--- src/rtl/m68k_arb_pkg.sv ---
// Shared types and defaults for the 68000 bus arbiter.
package m68k_arb_pkg;

    localparam int CNT_W             = 8;
    localparam int GRANT_TIMEOUT_DEF = 255;
    localparam int MIN_OWN_DEF       = 2;
    localparam int SYNC_STAGES_DEF   = 2;

    typedef enum logic [2:0] {
        ARB_OWN      = 3'd0,
        ARB_PENDING  = 3'd1,
        ARB_GRANT    = 3'd2,
        ARB_EXTERNAL = 3'd3,
        ARB_RECOVER  = 3'd4
    } arb_state_e;

    function automatic logic [CNT_W-1:0] sat_inc(input logic [CNT_W-1:0] v);
        return (v == '1) ? v : v + CNT_W'(1);
    endfunction

endpackage

--- src/rtl/arb_sync2.sv ---
// Multi-flop synchronizer for asynchronous socket pins, resetting to the idle (high) level.
// Latency: STAGES clocks (never fewer than 2); no flow control.
module arb_sync2 #(
    parameter int STAGES = 2
) (
    input  logic c8m,
    input  logic s1rst,
    input  logic d,
    output logic q
);

    localparam int N = (STAGES < 2) ? 2 : STAGES;

    logic [N-1:0] sync_q;
    logic [N-1:0] sync_d;

    always_comb begin
        sync_d = {sync_q[N-2:0], d};
    end

    always_ff @(posedge c8m or posedge s1rst) begin
        if (s1rst) begin
            sync_q <= '1;
        end else begin
            sync_q <= sync_d;
        end
    end

    assign q = sync_q[N-1];

endmodule

--- src/rtl/m68k_bus_arbiter.sv ---
// 68000 bus arbiter: sequences BG_n against BR_n/BGACK_n and gates the local bus-cycle sequencer.
// Latency: pin to state SYNC_STAGES clocks, outputs registered one clock later; no flow control.
module m68k_bus_arbiter
    import m68k_arb_pkg::*;
#(
    parameter int GRANT_TIMEOUT = GRANT_TIMEOUT_DEF,
    parameter int MIN_OWN       = MIN_OWN_DEF,
    parameter int SYNC_STAGES   = SYNC_STAGES_DEF
) (
    input  logic       c8m,
    input  logic       s1rst,
    input  logic       br_n,
    input  logic       bgack_n,
    input  logic       cyc_active,
    input  logic       cyc_end,
    output logic       bg_n,
    output logic       bus_owned,
    output logic       cyc_allow,
    output logic       timeout_err,
    output logic [2:0] arb_state
);

    localparam logic [CNT_W-1:0] TMO    = CNT_W'(GRANT_TIMEOUT);
    localparam logic [CNT_W-1:0] HOLD   = CNT_W'(MIN_OWN);
    localparam bit               TMO_EN = (GRANT_TIMEOUT != 0);

    logic br_sync;
    logic bgack_sync;

    arb_state_e       state_q, state_d;
    logic [CNT_W-1:0] tmo_cnt_q, tmo_cnt_d;
    logic [CNT_W-1:0] hold_cnt_q, hold_cnt_d;
    logic             bg_n_q, bg_n_d;
    logic             bus_owned_q, bus_owned_d;
    logic             cyc_allow_q, cyc_allow_d;
    logic             timeout_err_q, timeout_err_d;

    arb_sync2 #(.STAGES(SYNC_STAGES)) u_sync_br (
        .c8m   (c8m),
        .s1rst (s1rst),
        .d     (br_n),
        .q     (br_sync)
    );

    arb_sync2 #(.STAGES(SYNC_STAGES)) u_sync_bgack (
        .c8m   (c8m),
        .s1rst (s1rst),
        .d     (bgack_n),
        .q     (bgack_sync)
    );

    // An asserted BGACK always wins: an external master may seize the bus from any state.
    always_comb begin
        state_d    = state_q;
        tmo_cnt_d  = tmo_cnt_q;
        hold_cnt_d = hold_cnt_q;
        case (state_q)
            ARB_OWN: begin
                if (!bgack_sync)   state_d = ARB_EXTERNAL;
                else if (!br_sync) state_d = ARB_PENDING;
            end
            ARB_PENDING: begin
                if (!bgack_sync)                  state_d = ARB_EXTERNAL;
                else if (br_sync)                 state_d = ARB_OWN;
                else if (!cyc_active || cyc_end)  state_d = ARB_GRANT;
            end
            ARB_GRANT: begin
                if (!bgack_sync)                        state_d = ARB_EXTERNAL;
                else if (br_sync)                       state_d = ARB_RECOVER;
                else if (TMO_EN && (tmo_cnt_q == TMO))  state_d = ARB_RECOVER;
                else                                    tmo_cnt_d = sat_inc(tmo_cnt_q);
            end
            ARB_EXTERNAL: begin
                if (bgack_sync) state_d = ARB_RECOVER;
            end
            ARB_RECOVER: begin
                if (!bgack_sync)              state_d = ARB_EXTERNAL;
                else if (hold_cnt_q == '0)    state_d = ARB_OWN;
                else                          hold_cnt_d = hold_cnt_q - CNT_W'(1);
            end
            default: state_d = ARB_OWN;
        endcase

        if (state_d == ARB_GRANT && state_q != ARB_GRANT) begin
            tmo_cnt_d = '0;
        end
        if (state_d == ARB_RECOVER && state_q != ARB_RECOVER) begin
            hold_cnt_d = HOLD;
        end

        // Outputs are decoded from the next state so they change on the same edge as the state.
        bg_n_d        = (state_d != ARB_GRANT);
        bus_owned_d   = (state_d != ARB_EXTERNAL);
        cyc_allow_d   = (state_d == ARB_OWN);
        timeout_err_d = TMO_EN && (state_d == ARB_GRANT) && (tmo_cnt_d == TMO);
    end

    always_ff @(posedge c8m or posedge s1rst) begin
        if (s1rst) begin
            state_q       <= ARB_OWN;
            tmo_cnt_q     <= '0;
            hold_cnt_q    <= '0;
            bg_n_q        <= 1'b1;
            bus_owned_q   <= 1'b1;
            cyc_allow_q   <= 1'b1;
            timeout_err_q <= 1'b0;
        end else begin
            state_q       <= state_d;
            tmo_cnt_q     <= tmo_cnt_d;
            hold_cnt_q    <= hold_cnt_d;
            bg_n_q        <= bg_n_d;
            bus_owned_q   <= bus_owned_d;
            cyc_allow_q   <= cyc_allow_d;
            timeout_err_q <= timeout_err_d;
        end
    end

    assign bg_n        = bg_n_q;
    assign bus_owned   = bus_owned_q;
    assign cyc_allow   = cyc_allow_q;
    assign timeout_err = timeout_err_q;
    assign arb_state   = state_q;

endmodule

--- config.mk ---
export PLATFORM = sky130hd
export DESIGN_NAME = m68k_bus_arbiter
export DESIGN_NICKNAME = d
export VERILOG_FILES = /design/src/rtl/m68k_arb_pkg.sv /design/src/rtl/arb_sync2.sv /design/src/rtl/m68k_bus_arbiter.sv
export SDC_FILE = /design/constraint.sdc
export NUM_CORES = 1
export LEC_CHECK = 0
export CELL_PAD_IN_SITES_DETAIL_PLACEMENT = 0
export CELL_PAD_IN_SITES_GLOBAL_PLACEMENT = 1
export CORE_ASPECT_RATIO = 0.6
export CORE_UTILIZATION = 35
export DETAILED_ROUTE_END_ITERATION = 10
export PLACE_DENSITY = 0.76
export RECOVER_POWER = 50
export SLEW_MARGIN = 15
export SYNTH_ARGS = -nofsm -noshare
export SYNTH_HDL_FRONTEND = slang
export SYNTH_SLANG_ARGS = --single-unit
--- constraint.sdc ---
create_clock -name c8m -period 2 [get_ports c8m]
set_input_delay 0.5 -clock c8m [delete_from_list [all_inputs] [get_ports c8m]]
set_output_delay 0.5 -clock c8m [all_outputs]
set_load 0.05 [all_outputs]
=== After elaboration in Yosys (flattened, before gate mapping) ===
Index checks and enable logic that the tools add are counted.

* Register bits: 27

* Reductions and logical operators: 11
* $add $sub $neg: 2
* Equality and inequality tests: 13
* Muxes and demuxes: 21

{| class="wikitable"
|+ Operators by type and width
! kind !! number
|-
| 8-bit 2-to-1 mux || 9
|-
| 3-bit 2-to-1 mux || 11
|-
| 8-bit equality test, second input constant || 2
|-
| 3-bit one-hot mux with 5 select lines || 1
|-
| 3-bit by 2-bit equality test with 1-bit output, second input constant || 3
|-
| 3-bit by 2-bit inequality test with 1-bit output, second input constant || 3
|-
| 8-bit by 1-bit adder with 8-bit output, second input constant || 1
|-
| 8-bit logical NOT || 1
|-
| 8-bit by 1-bit subtractor with 8-bit output, second input constant || 1
|-
| 3-bit equality test, second input constant || 2
|-
| 3-bit logical NOT || 2
|-
| 2-bit nonzero test || 2
|-
| 3-bit by 1-bit equality test with 1-bit output, second input constant || 1
|-
| 1-bit logical AND || 3
|-
| 3-bit inequality test, second input constant || 1
|-
| 3-bit AND reduction || 1
|-
| 2-bit by 1-bit inequality test with 1-bit output, second input constant || 1
|-
| 1-bit logical NOT || 1
|-
| 1-bit logical OR || 1
|}

=== Depth between registers and ports, before layout ===
* Word-level depth: 11
* Mapped depth: 7
* Gate-level depth less buffers: 6

=== By module ===
From an unflattened synthesis, not the netlist that was laid out.

* Cells, all modules: 144
* Area, all modules: 1412.6 µm²

{| class="wikitable"
|+ Modules (own cells, without submodules)
! module !! times used !! sequential area each (µm²) !! cells each !! area an instance (µm²)
|-
| m68k_bus_arbiter || 1 || 579.3 || 138 || 1300.0
|-
| arb_sync2 || 2 || 52.6 || 3 || 56.3
|}

=== Worst setup path after synthesis ===
No wires, ideal clock.

* Kind: flip-flop to flip-flop
* From: register state_q[2], in the netlist arb_state[2]
* To: register tmo_cnt_q[0]
* Arrival time: 2.060 ns
* Period minus slack after synthesis: 2.147 ns
* Path slack: -0.147 ns
* Cell stages (with the launch flop): 7
* Data required time: 1.913 ns
* Cell sequence: dfrtp_1 > buf_6 > or4b_4 > buf_6 > or2_0 > or3_1 > a22oi_1

* Longest elaborated chain between the ends: 7

{| class="wikitable"
|+ RTL lines
! element !! RTL line !! source
|-
| start, declared || m68k_bus_arbiter.sv:30 || <nowiki>arb_state_e state_q, state_d;</nowiki>
|-
| start signal, assigned || m68k_bus_arbiter.sv:108 || <nowiki>state_q <= state_d;</nowiki>
|-
| 3-bit 2-to-1 mux (on tied branches) || m68k_bus_arbiter.sv:70, m68k_bus_arbiter.sv:65 ||
|-
| 3-bit 2-to-1 mux (on tied branches) || m68k_bus_arbiter.sv:69, m68k_bus_arbiter.sv:64 ||
|-
| 3-bit 2-to-1 mux (on tied branches) || m68k_bus_arbiter.sv:68, m68k_bus_arbiter.sv:63 ||
|-
| 3-bit one-hot mux with 5 select lines || m68k_bus_arbiter.sv:57 || <nowiki>case (state_q)</nowiki>
|-
| 3-bit by 2-bit equality test with 1-bit output || m68k_bus_arbiter.sv:84 || <nowiki>if (state_d == ARB_GRANT && state_q != ARB_GRANT) begin</nowiki>
|-
| 1-bit logical AND || m68k_bus_arbiter.sv:84 ||
|-
| 8-bit 2-to-1 mux * || m68k_bus_arbiter.sv:84 ||
|-
| net tmo_cnt_d[0] || m68k_bus_arbiter.sv:31 || <nowiki>logic [CNT_W-1:0] tmo_cnt_q, tmo_cnt_d;</nowiki>
|-
| end signal, assigned || m68k_bus_arbiter.sv:109 || <nowiki>tmo_cnt_q <= tmo_cnt_d;</nowiki>
|-
| end, declared || m68k_bus_arbiter.sv:31 ||
|}

Mark *: on every way through the listed nets, which the timed path passes. The rest lies on a longest branch.
A chain may end at the register's enable or synchronous reset.

=== Worst setup path after layout ===
* From: register timeout_err_q, in the netlist timeout_err
* To: output timeout_err

{| class="wikitable"
|+ RTL lines
! element !! RTL line !! source
|-
| start, declared || m68k_bus_arbiter.sv:36 || <nowiki>logic timeout_err_q, timeout_err_d;</nowiki>
|-
| start signal, assigned || m68k_bus_arbiter.sv:114 || <nowiki>timeout_err_q <= timeout_err_d;</nowiki>
|-
| end, declared || m68k_bus_arbiter.sv:19 || <nowiki>output logic timeout_err,</nowiki>
|}

No word-level cell between the ends.

==> flow_summary.toml <==
[drt]
drt_iter0_drc = 68
vias_per_cell = 5.50
drt-total-wl_mm = 2.95
remaining_drc_errors = 0
routedWlPerCell_um = 14.3
final_antenna_net_count = 0
dr_total_vias = 1139
dr.pass1.iters = 4

[synthesis]
syn_avg_cell_area_um2 = 10.3
syn_nets = 145
async_flop_share = 1.00
synth_edf_count = 0
synth_flop_cell = "dfrtp_1"
ys_types = 44
synth_warnings = 0
syn_area_um2 = 1410
ys_seq_area_frac = 0.484
ys_ff_latch = 27
synthCells = 137

[timing]
tns_ns = 0
hold_viol_final = 0
post-route-period-util = 0.948
timing.slew.headroom = 0.500
skew_ns = 0.00770
layout_setup_ws_ns = 0.103
fmax_ghz = 0.527
drv_slew = 0
fin_crit_ns = 1.90
rsz0062_at_grt = "no"
setup_violations = 0
worstMarginPinSlew_ns = 0.743

[power_and_ir_drop]
power_frac_seq = 0.447
p_int_mw = 0.973
powerDensity_nw_per_um2 = 918
leakage_nw = 0.687
switchingPower_mw = 0.578
pwr-share-comb = 0.353
p_sw_frac = 0.373
p_clk_frac = 0.201
finalPower_mw = 1.55
vdd_drop_max_mv = 0.455

[cts]
cts_tree = "built"
cts_buffer_depth = 2
clkSlewWorstSetupHoldPaths_ns = 0.09
root_buffer = "clkbuf_8"
postCtsSetupRepairBufs = 0
cts_hold_buf = 0
clock-sinks = 27
cts-buffers-inserted = 3
htreeDepth = 1
clkLatencyLatePin_ns = 0.27

[floorplan]
floorplan.rows = 17
ios = 13
coreArea_um2 = 3760
initial_utilization = 0.375
die_x_um = 84.0
fp.dieArea_um2 = 4300
die_h_um = 51.2

[global_route]
grt_pass1_wl_mm = 5.04
grt.busiest_layer = "met1"
use_met1 = 0.232
grt_pass1_vias = 1033
gr-usage-met3 = 0.0388
grt_usage = 0.154
grt_max_degree = 28
antenna_found_initial = 0
grt-ovfl-total = 0
use_met2 = 0.216

[placed_design]
routabilityCongestion = 0.818
dp_hpwl_mm = 2.15
port_buffers = 12
pre_cts_slack_ns = -0.0871

[setup_path]
critPathKind = "reg2out"
cp_cell_sequence = "clkdlybuf4s50_1"
crit_fanout = 1
cp_num_buf_inv = 1
crit_family = "buffers and inverters"
cpPeakStageDelay_ns = 0.79
cp.required_ns = 1.50
crit_slowest_cell = "clkdlybuf4s50_1"
start_kind = "flip-flop"
endpoint_kind = "output port"
crit_arrival_ns = 1.40

[worst_hold_path]
hold_path.class = "reg2reg"

[cells_and_area]
fin_nets = 169
drive_above_1_share = 0.250
antenna_cells = 0
n_fill_cell = 364
area_growth_pct = 19.6
seq_area_um2 = 687
multi_input_area_um2 = 687

[run_status]
status = "finished clean"

[run]
cap_violations = 0
power by group through the flow:
stage	combinational, mW	sequential (mW)	clock (mW)
final	0.547	0.693	0.312
after global routing	0.593	0.703	0.353
after CTS	0.538	0.692	0.326
after detailed placement	0.537	0.700	0
after global placement	0.530	0.700	0
after floorplan	0.275	0.810	0
cell usage in the layout, fill, tap and decap left out, types with 2 or more instances in the layout:
| master | n |
|---|---|
| dfrtp_1 | 18 |
| a22oi_1 | 2 |
| nand2_1 | 8 |
| buf_4 | 17 |
| dfstp_2 | 7 |
| nand3_1 | 3 |
| o21a_1 | 2 |
| dfrtp_2 | 2 |
| o21ai_0 | 5 |
| dlygate4sd3_1 | 3 |
| mux2i_1 | 5 |
| xor2_1 | 4 |
| clkdlybuf4s50_1 | 3 |
| nor2_1 | 14 |
| clkbuf_8 | 3 |
| nor4_1 | 2 |
| ha_1 | 2 |
| a21oi_1 | 7 |
| o211ai_1 | 2 |
| nor3_1 | 4 |
| nor3_2 | 2 |
| nand2b_1 | 6 |
| or3_1 | 2 |
| nand4_1 | 5 |
| or4_1 | 3 |
| nor3b_1 | 2 |
| o31ai_1 | 2 |
| nor4_2 | 2 |
| inv_1 | 4 |
state kept, by name, indices dropped and copies added (netlist names):
| name | count |
|---|---|
| u_sync_br.sync_q | 2 |
| cyc_allow | 1 |
| bg_n | 1 |
| bus_owned | 1 |
| hold_cnt_q | 8 |
| u_sync_bgack.sync_q | 2 |
| arb_state | 3 |
| timeout_err | 1 |
| tmo_cnt_q | 8 |
metrics by stage:
stage | utilization | area, um^2 | hold slack [ns] | instances
after floorplan | - | 1420 | 0.345 | 137
after global placement | 0.432 | 1630 | 0.348 | 203
after detailed placement | 0.432 | 1630 | 0.348 | 203
after CTS | 0.445 | 1680 | 0.362 | 207
after global routing | 0.449 | 1690 | 0.370 | 207
final | 0.449 | 1690 | 0.360 | 207
cell type report:
| cell class | instances | share of cell area |
|---|---|---|
| sequential | 27 | 0.407 |
| clock inverter | 1 | 0.00444 |
| timing repair buffer | 24 | 0.114 |
| tap | 47 | 0.0348 |
| clock buffer | 3 | 0.0244 |
| inverter | 4 | 0.00889 |
| multi-input combinational | 101 | 0.407 |
Yosys cell counts, drive strengths merged (2+ instances only):
cell	number	area (um^2)
dfrtp	20	500
nor2	14	52.6
nand2	8	30.0
a21oi	7	35.0
dfstp	7	184
nand2b	6	37.5
nor3	6	40.0
o21ai	6	30.0
mux2i	5	50.1
nand4	5	31.3
buf	4	38.8
inv	4	15.0
nor4	4	31.3
xor2	4	35.0
nand3	3	15.0
or4	3	22.5
a22oi	2	15.0
ha	2	25.0
nor3b	2	15.0
o211ai	2	15.0
o21a	2	15.0
o31ai	2	15.0
or3	2	12.5
metal layers:
metal | vias up | routed length, um
met5 | - | 0
met1 | 550 | 1550
met4 | 0 | 0
met2 | 33 | 1240
met3 | 0 | 157
li1 | 556 | -
worst paths after layout:
path,depth (start not counted),start,to,slack [ns]
worst max-delay path,1,timeout_err,timeout_err,0.10
worst min-delay path,0,u_sync_bgack.sync_q[0],u_sync_bgack.sync_q[1],0.36
worst max register to register,4,u_sync_bgack.sync_q[1],tmo_cnt_q[0],0.12
worst min register to register,0,u_sync_bgack.sync_q[0],u_sync_bgack.sync_q[1],0.36
max in group asynchronous,3,s1rst,arb_state[2],0.70
min in group asynchronous,3,s1rst,tmo_cnt_q[5],0.83
cell families after synthesis:
| group | share of synthesized area |
|---|---|
| xor+xnor | 0.0310 |
| simple gates | 0.260 |
| flops | 0.485 |
| fa+ha+maj | 0.0177 |
| buf+inv | 0.0407 |
| compound gates | 0.131 |
| mux | 0.0354 |
timing repair:
item / 4_1_cts / 5_1_grt
resized for setup: 0 / 3
hold endpoints to repair: 0 / 0
endpoints found under the setup margin: 0 / 2
(Power assumes the default switching activity.)
